File: src/rtl/fpu_wb_merge.sv
// rtl/fpu_wb_merge.sv - FP register-file write-back merge with div/sqrt FIFO and pending-write scoreboard
// Optional checker: define FPU_WB_ERRCHK_EN to enable the sticky err flag.
module fpu_wb_merge #(
  parameter int DEPTH = 2,
  parameter int AW    = 5,
  parameter int DW    = 32
) (
  input  logic                   clk,
  input  logic                   clrn,
  input  logic                   fp_v,
  input  logic [AW-1:0]          fp_rd,
  input  logic [DW-1:0]          fp_d,
  input  logic                   ld_v,
  input  logic [AW-1:0]          ld_rd,
  input  logic [DW-1:0]          ld_d,
  input  logic                   div_v,
  input  logic [AW-1:0]          div_rd,
  input  logic [DW-1:0]          div_d,
  output logic                   div_rdy,
  input  logic                   iss_v,
  input  logic [AW-1:0]          iss_rd,
  output logic                   wex,
  output logic [AW-1:0]          wnx,
  output logic [DW-1:0]          dx,
  output logic                   wey,
  output logic [AW-1:0]          wny,
  output logic [DW-1:0]          dy,
  output logic [31:0]            pend,
  output logic [$clog2(DEPTH):0] fifo_cnt,
  output logic                   err
);

  localparam int PW = $clog2(DEPTH);
  localparam int CW = PW + 1;

  logic [AW-1:0] q_rd [DEPTH];
  logic [DW-1:0] q_d  [DEPTH];
  logic [PW-1:0] wr_ptr;
  logic [PW-1:0] rd_ptr;
  logic          push;
  logic          pop;
  logic [AW-1:0] head_rd;
  logic [DW-1:0] head_d;
  logic [31:0]   pend_n;

  assign div_rdy = (fifo_cnt < CW'(DEPTH));
  assign push    = div_v & div_rdy;
  assign head_rd = q_rd[rd_ptr];
  assign head_d  = q_d[rd_ptr];
  // A same-register FP result in flight holds the head so Y priority cannot clobber the younger value.
  assign pop     = !ld_v && (fifo_cnt != '0) && !(fp_v && (fp_rd == head_rd));

  always_ff @(posedge clk) begin
    if (push) begin
      q_rd[wr_ptr] <= div_rd;
      q_d[wr_ptr]  <= div_d;
    end
  end

  always_ff @(posedge clk or negedge clrn) begin
    if (!clrn) begin
      wr_ptr   <= '0;
      rd_ptr   <= '0;
      fifo_cnt <= '0;
    end else begin
      if (push) wr_ptr <= wr_ptr + PW'(1);
      if (pop)  rd_ptr <= rd_ptr + PW'(1);
      case ({push, pop})
        2'b10:   fifo_cnt <= fifo_cnt + CW'(1);
        2'b01:   fifo_cnt <= fifo_cnt - CW'(1);
        default: fifo_cnt <= fifo_cnt;
      endcase
    end
  end

  always_ff @(posedge clk or negedge clrn) begin
    if (!clrn) begin
      wex <= 1'b0;
      wnx <= '0;
      dx  <= '0;
    end else begin
      wex <= fp_v;
      wnx <= fp_rd;
      dx  <= fp_d;
    end
  end

  always_ff @(posedge clk or negedge clrn) begin
    if (!clrn) begin
      wey <= 1'b0;
      wny <= '0;
      dy  <= '0;
    end else if (ld_v) begin
      wey <= 1'b1;
      wny <= ld_rd;
      dy  <= ld_d;
    end else if (pop) begin
      wey <= 1'b1;
      wny <= head_rd;
      dy  <= head_d;
    end else begin
      wey <= 1'b0;
    end
  end

  // Clears follow the registered write ports; a same-edge issue to that register wins.
  always_comb begin
    pend_n = pend;
    if (wex) pend_n[wnx] = 1'b0;
    if (wey) pend_n[wny] = 1'b0;
    if (iss_v) pend_n[iss_rd] = 1'b1;
  end

  always_ff @(posedge clk or negedge clrn) begin
    if (!clrn) pend <= '0;
    else       pend <= pend_n;
  end

`ifdef FPU_WB_ERRCHK_EN
  logic [6:0] stall_cnt;
  logic       stall;
  logic       same_clr;
  logic       hit;

  assign stall    = div_v & !div_rdy;
  assign same_clr = (wex && (wnx == iss_rd)) || (wey && (wny == iss_rd));
  // stall_cnt counts earlier consecutive stalled cycles, so >=64 here means the 65th.
  assign hit = (ld_v && fp_v && (ld_rd == fp_rd))
            || (iss_v && pend[iss_rd] && !same_clr)
            || (stall && (stall_cnt >= 7'd64));

  always_ff @(posedge clk or negedge clrn) begin
    if (!clrn) begin
      stall_cnt <= '0;
      err       <= 1'b0;
    end else begin
      if (!stall)                  stall_cnt <= '0;
      else if (stall_cnt != 7'h7F) stall_cnt <= stall_cnt + 7'd1;
      err <= err | hit;
    end
  end
`else
  assign err = 1'b0;
`endif

endmodule
File: config.mk
export PLATFORM = sky130hd
export DESIGN_NAME = fpu_wb_merge
export DESIGN_NICKNAME = d
export VERILOG_FILES = /design/src/rtl/fpu_wb_merge.sv
export SDC_FILE = /design/constraint.sdc
export NUM_CORES = 1
export LEC_CHECK = 0
export CAP_MARGIN = 25
export CORE_MARGIN = 4
export CORE_UTILIZATION = 50
export CTS_CLUSTER_DIAMETER = 100
export DETAILED_ROUTE_END_ITERATION = 12
export GPL_TIMING_DRIVEN = 0
export HOLD_SLACK_MARGIN = 0.15
export PLACE_DENSITY = 0.95
export SLEW_MARGIN = 20
export SYNTH_ARGS = -nofsm -noshare
export SYNTH_HDL_FRONTEND = slang
export SYNTH_SLANG_ARGS = --single-unit
File: constraint.sdc
create_clock -name clk -period 5.2 [get_ports clk]
set_input_delay 1.04 -clock clk [delete_from_list [all_inputs] [get_ports clk]]
set_output_delay 1.04 -clock clk [all_outputs]
set_load 0.01 [all_outputs]
## Word-level counts from Yosys, hierarchy flattened

Memories as Yosys holds them, arrays and structs flattened.
Cells that the tools add are included.
W data, S select, Z words.

- Order comparisons: 7
- Add/subtract/negate cells: 4
- Mux-type cells: 18
- Equality and inequality tests: 3
- Reduce and logical (&&, ||, !) cells: 11
- Bitwise gates (word level): 6

Operator list:

| cell | number |
|---|---|
| $mux W32 | 5 |
| $and A32 B32 Y32 | 2 |
| $not A32 Y32 | 2 |
| $or A32 B32 Y32 | 1 |
| $lt A5 B6 Y1 const B | 3 |
| $demux W1 S5 | 3 |
| $ge A5 B1 Y1 const B | 3 |
| $mux W5 | 2 |
| $mux W1 | 7 |
| $logic_and A1 B1 Y1 | 6 |
| $reduce_bool A2 Y1 | 3 |
| $eq A5 B5 Y1 | 1 |
| $pmux W2 S2 | 1 |
| $add A1 B1 Y1 const B | 2 |
| $add A2 B1 Y2 const B | 1 |
| $eq A2 B1 Y1 const B | 1 |
| $eq A2 B2 Y1 const B | 1 |
| $logic_not A1 Y1 | 2 |
| $lt A2 B2 Y1 const B | 1 |
| $sub A2 B1 Y2 const B | 1 |
| $and A1 B1 Y1 | 1 |

- Input port bits: 122
- Logic and storage cells: 61
- Output and inout port bits: 112
- Memories: 2
- Register bits after elaboration: 112
- RAM bits: 74

Memories:

| name | depth | width | rd ports | clocked after memory_dff | wr ports | RTL line | text |
|---|---|---|---|---|---|---|---|
| q_d | 2 | 32 | 1 | 0 | 1 | 37 | `logic [DW-1:0] q_d [DEPTH];` |
| q_rd | 2 | 5 | 1 | 0 | 1 | 36 | `logic [AW-1:0] q_rd [DEPTH];` |

## Depth between registers and ports, before layout

- Depth after elaboration: 11
- Depth in mapped cells: 10
- Gate-level depth less buffers: 8

## Worst setup path before layout

OpenSTA, ideal clock, no wires.

- Path type: input to register
- Start point: input div_v
- End point: memory q_d[0][0] (enable)
- Buffers on the path: 0
- Setup time: 0.431 ns
- Data required time: 4.769 ns
- Setup slack: 2.063 ns
- Arrival time: 2.706 ns
- Cell stages on the path: 2
- Cells stage by stage: nand2_1 nor2_1

- Longest elaborated chain between the ends: 3

RTL lines:

| element | RTL line | text |
|---|---|---|
| start: declaration | 16 | `input logic div_v,` |
| $and A1 B1 Y1 | 47 | `assign push = div_v & div_rdy;` |
| $mux W1 | 54 | `if (push) begin` |
| $mux W1 (not written as such) | 56 | `q_d[wr_ptr] <= div_d;` |
| end: declaration | 37 |  |

No other way between the ends.

## Worst setup path in the final report

- Start point: input fp_rd[4]
- End point: register fifo_cnt[1]

- Longest elaborated chain between the ends: 6
- Elaborated cells on any way between the ends: 8
- Classes of those cells: 3 x eq/ne; 1 x mux; 4 x reduce/logical

RTL lines:

| element | RTL line | text |
|---|---|---|
| start: declaration | 11 | `input logic [AW-1:0] fp_rd,` |
| $eq A5 B5 Y1 (*) | 51 | `assign pop = !ld_v && (fifo_cnt != '0) && !(fp_v && (fp_rd == head_rd));` |
| $logic_and A1 B1 Y1 (*) | 51 |  |
| $logic_not A1 Y1 (*) | 51 |  |
| $logic_and A1 B1 Y1 (*) | 51 |  |
| named net pop | 41 | `logic pop;` |
| $eq A2 B1 Y1 or $eq A2 B2 Y1 (tied branches) | 68 | `case ({push, pop})` |
| $pmux W2 S2 or $reduce_bool A2 Y1 (tied branches) | - |  |
| end signal: assignment | 69 | `2'b10: fifo_cnt <= fifo_cnt + CW'(1);` |
| end signal: assignment | 70 | `2'b01: fifo_cnt <= fifo_cnt - CW'(1);` |
| end signal: assignment | 71 | `default: fifo_cnt <= fifo_cnt;` |
| end: declaration | 29 | `output logic [$clog2(DEPTH):0] fifo_cnt,` |

The timed path passes the listed nets; every way through them passes the cells marked *.
A chain may end at the register's enable or synchronous reset.

==> results.md <==
- CTS tree: yes
- Hold WC Path Type: flip-flop to flip-flop
- Routed wire per std cell: 20.7 um
- Pleak: between 4 and 5 nW
- Worst-case reg-to-reg path depth: 9
- Die height: 133 um
- Initial antenna violation count: 1
- Endpoints failing setup: 0
- Crit-path most repeated cell: xnor2_1
- Min-delay src: pend[5]
- Compound-Gate Fraction of Synth Area: 0.155
- Maximum vdd drop: approximately 0.3 mV
- Sequence of cells on the critical path: clkdlybuf4s50_1 -> xnor2_1 -> nor4_4 -> buf_4 -> a21oi_1 -> ha_1 -> nor2_1 -> xnor2_1
- Vias per cell: 5.90
- Switching power: 1.82 mW
- Simple-Gate Fraction of Synth Area: 0.119
- RSZ-0062 raised after global routing: false
- Cell count after synthesis: 647
- Layout area overhead: 41.8%
- Share of layout cells above drive strength 1: 0.0602
- Sequential share of the synthesized area: 0.641
- Antenna Nets Post-Route: 0
- R2r setup slk: 2.48 ns
- Pwr Density: 492 mW/mm^2
- Ant. Diodes: 0
- Synth warn: 0
- Finished Cell Area: 0.0111 sq mm
- Number of synthesized flops with an enable pin: 74
- P_int: 3.65 mW
- CP endpoint kind: flip-flop
- Largest net degree at the start of global routing: 60
- Adder-Cell Fraction of Synth Area: 0.00159
- Crit path max fanout: 10
- Most used flip-flop cell after synthesis: dfrtp_1
- Xor and xnor fraction of the mapped netlist area: 0.0112
- Total GRT Usage: 0.261
- Post-DP HPWL: between 15000 and 20000 um
- Worst Hold Path EP: pend[5]
- Slowest cell delay on critical path: between 0.4 and 0.5 ns
- Vias in the first global route: 6669
- Area after DPL: around 0.010 sq mm
- Fillers: 1022
- R2r startpoint: rd_ptr
- WL final: 23300 um
- Hold-fix buffers at CTS: 0
- Slew Viols, Final: 0
- Sequential share of power: 0.390
- Final #Nets: 1023
- Post-CTS sizing: 0
- CP Launch Type: input pin
- Final Skew: 0.00836 ns
- FF-to-FF End: fifo_cnt[1]
- CTS Buf Count: 17
- Switching Share: 0.333
- Seq. cell area: about 0.005 sq mm
- Hold Vio Cnt, Final: 0
- Count of unique library cells instantiated by Yosys: 41
- CTS Buffer Depth: 2
- I/O pin cnt: 234
- Placer Congestion: 0.972
- Clock sinks: about 190
- First-pass GRT wire length: around 36000 um
- Clock power frac: 0.249
- Avg Cell Area, Syn: 12.1 sq um
- Worst-Margin Slew: 1.07 ns
- DRT iter0 DRCs: 577
- Worst slew margin: 0.288
- Area of the core: 0.0153 sq mm
- Multi-input gate area: 0.00263 sq mm
- WP data arrival: 3.17 ns
- Starting Density: 0.512
- Ys async rst share: 0.602
- WS Path Type: input pin to flip-flop
- Crit path buf inv count: 2
- Comb power frac: 0.361
- Mux contribution to synthesized area: 0.0477
- Status: finished clean
- Die area: 0.0178 sq mm
- Number of max-cap violations: 0
- Power Total: between 5 and 6 mW
- Tmin final: roughly 2.8 ns
- DRC: 0
- Worst skew pair latency: 0.43 ns
- CTS Root Buffer Type: clkbuf_16
- Final period util: 0.541
- # port buffers: 231
- TritonRoute pass-1 iters: 5
- Hold path depth: 1
- Combinational family with the most area after synthesis: compound AO/OA/AOI/OAI gates
- Via count: 6629
- GRT overflow: 0
- Crit path required time: 5.55 ns
- # rows: 45
- Max Freq: 355 MHz
- Worst-path clk slew: 0.07 ns
- Post-CTS setup buffer count: 0
- Die Wd: around 130 um
- Delay-heaviest family, CP: buffers and inverters
- Seq cells post-synth: 186
- CTS H-tree depth: 4
- CP max-delay cell: clkdlybuf4s50_1
- Net count after synthesis: 770
- Synth Cell Area: between 0.007 and 0.008 sq mm
## registers in the layout (all words and copies together) (netlist names), 2 cells and up
| name | count |
|---|---|
| q_d | 64 |
| dx | 32 |
| dy | 32 |
| pend | 32 |
| q_rd | 10 |
| wnx | 5 |
| wny | 5 |
| fifo_cnt | 2 |
## layout make-up
cell class                 count  share of cell area
buffer                        42              0.0166
clock buffer                  21              0.0443
clock inverter                11              0.0117
inverter                       3             0.00101
multi-input combinational    416               0.237
sequential                   186               0.452
tap                          211              0.0237
timing repair buffer         234               0.214
## Yosys cell counts (2+ instances only)
master / n / area, sq um
a211o_1: 32 / 280
a211oi_1: 34 / 255
a21oi_1: 3 / 15.0
a221oi_1: 4 / 35.0
a22o_1: 16 / 140
a22oi_1: 16 / 120
and3_1: 5 / 31.3
and3b_1: 4 / 35.0
buf_1: 2 / 7.51
buf_2: 10 / 50.1
buf_4: 2 / 15.0
clkbuf_1: 27 / 101
dfrtp_1: 112 / 2800
edfxtp_1: 74 / 2220
inv_1: 3 / 11.3
mux2i_1: 36 / 360
nand2_1: 88 / 330
nand2b_1: 3 / 18.8
nand3_1: 8 / 40.0
nand3b_1: 8 / 60.1
nand4_1: 4 / 25.0
nor2_1: 49 / 184
nor3_1: 4 / 20.0
nor3b_1: 12 / 90.1
o211ai_1: 16 / 120
o21ai_0: 48 / 240
or2_2: 2 / 12.5
or3_1: 4 / 25.0
xnor2_1: 8 / 70.1
xor2_1: 2 / 17.5
## per-stage QoR
| step | util | setup slack [ns] | setup TNS, ns | hold slack [ns] | std cells |
|---|---|---|---|---|---|
| after floorplan | - | 2.06 | 0 | 0.461 | 647 |
| after global placement | 0.680 | -1.13 | -125.83 | 0.477 | 1089 |
| after detailed placement | 0.686 | 1.89 | 0 | 0.492 | 1092 |
| after CTS | 0.726 | 2.33 | 0 | 0.510 | 1124 |
| after global routing | 0.726 | 2.30 | 0 | 0.522 | 1124 |
| final | 0.726 | 2.38 | 0 | 0.514 | 1124 |
## cell usage in the layout (no fill, tap or decap), types with 28 or more instances in the layout
cell type / instances
dfrtp_1: 112
nor2_1: 48
a211oi_1: 34
nand2_1: 88
a211o_1: 32
edfxtp_1: 74
mux2i_1: 36
o21ai_0: 48
clkdlybuf4s50_1: 230
clkbuf_1: 28
## power groups by stage
stage	combinational (mW)	sequential [mW]	clock, mW
detailed placement	1.96	2.15	0
floorplan	0.880	2.21	0
finish	1.97	2.13	1.36
global route	2.10	2.17	1.43
global placement	1.88	2.14	0
CTS	1.97	2.13	1.37
## per-layer routing
metal	wire length (um)	part of all wire	vias to the layer above	global-route usage
met5	12	0.00051	-	0
met4	558	0.024	2	0.0829
met3	2600	0.11	57	0.0785
met2	11500	0.49	500	0.441
met1	8620	0.37	3161	0.324
li1	-	-	2909	-
## worst register-to-register path, stage by stage, from the launching register on
cell	delay, ns
dfrtp_1	0.37
buf_2	0.30
mux2i_1	0.40
xnor2_1	0.16
nor4_4	0.38
buf_4	0.25
a21oi_1	0.13
ha_1	0.36
nor2_1	0.16
xnor2_1	0.14
## kinds of logic (layout without fill, tap and decap cells)
family / after synthesis / in the layout
compound gates: 170 / 170
xor+xnor: 10 / 10
fa+ha+maj: 1 / 1
buf+inv: 45 / 311
flops: 186 / 186
mux: 37 / 37
other cells: 1 / 1
simple gates: 197 / 197
## worst max-delay path by stage
stage             endpoint  depth (start not counted)     start  slack (ns)
6_report       fifo_cnt[1]                          8  fp_rd[4]        2.38
5_1_grt        fifo_cnt[1]                          8  fp_rd[4]        2.30
4_1_cts        fifo_cnt[1]                          8  fp_rd[4]        2.33
3_5_place_dp   fifo_cnt[1]                          8  fp_rd[4]        1.89
3_3_place_gp         dy[3]                          1      clrn       -1.13
2_1_floorplan    q_d[0][0]                          2     div_v        2.06
Power figures use the tool's default switching activity.
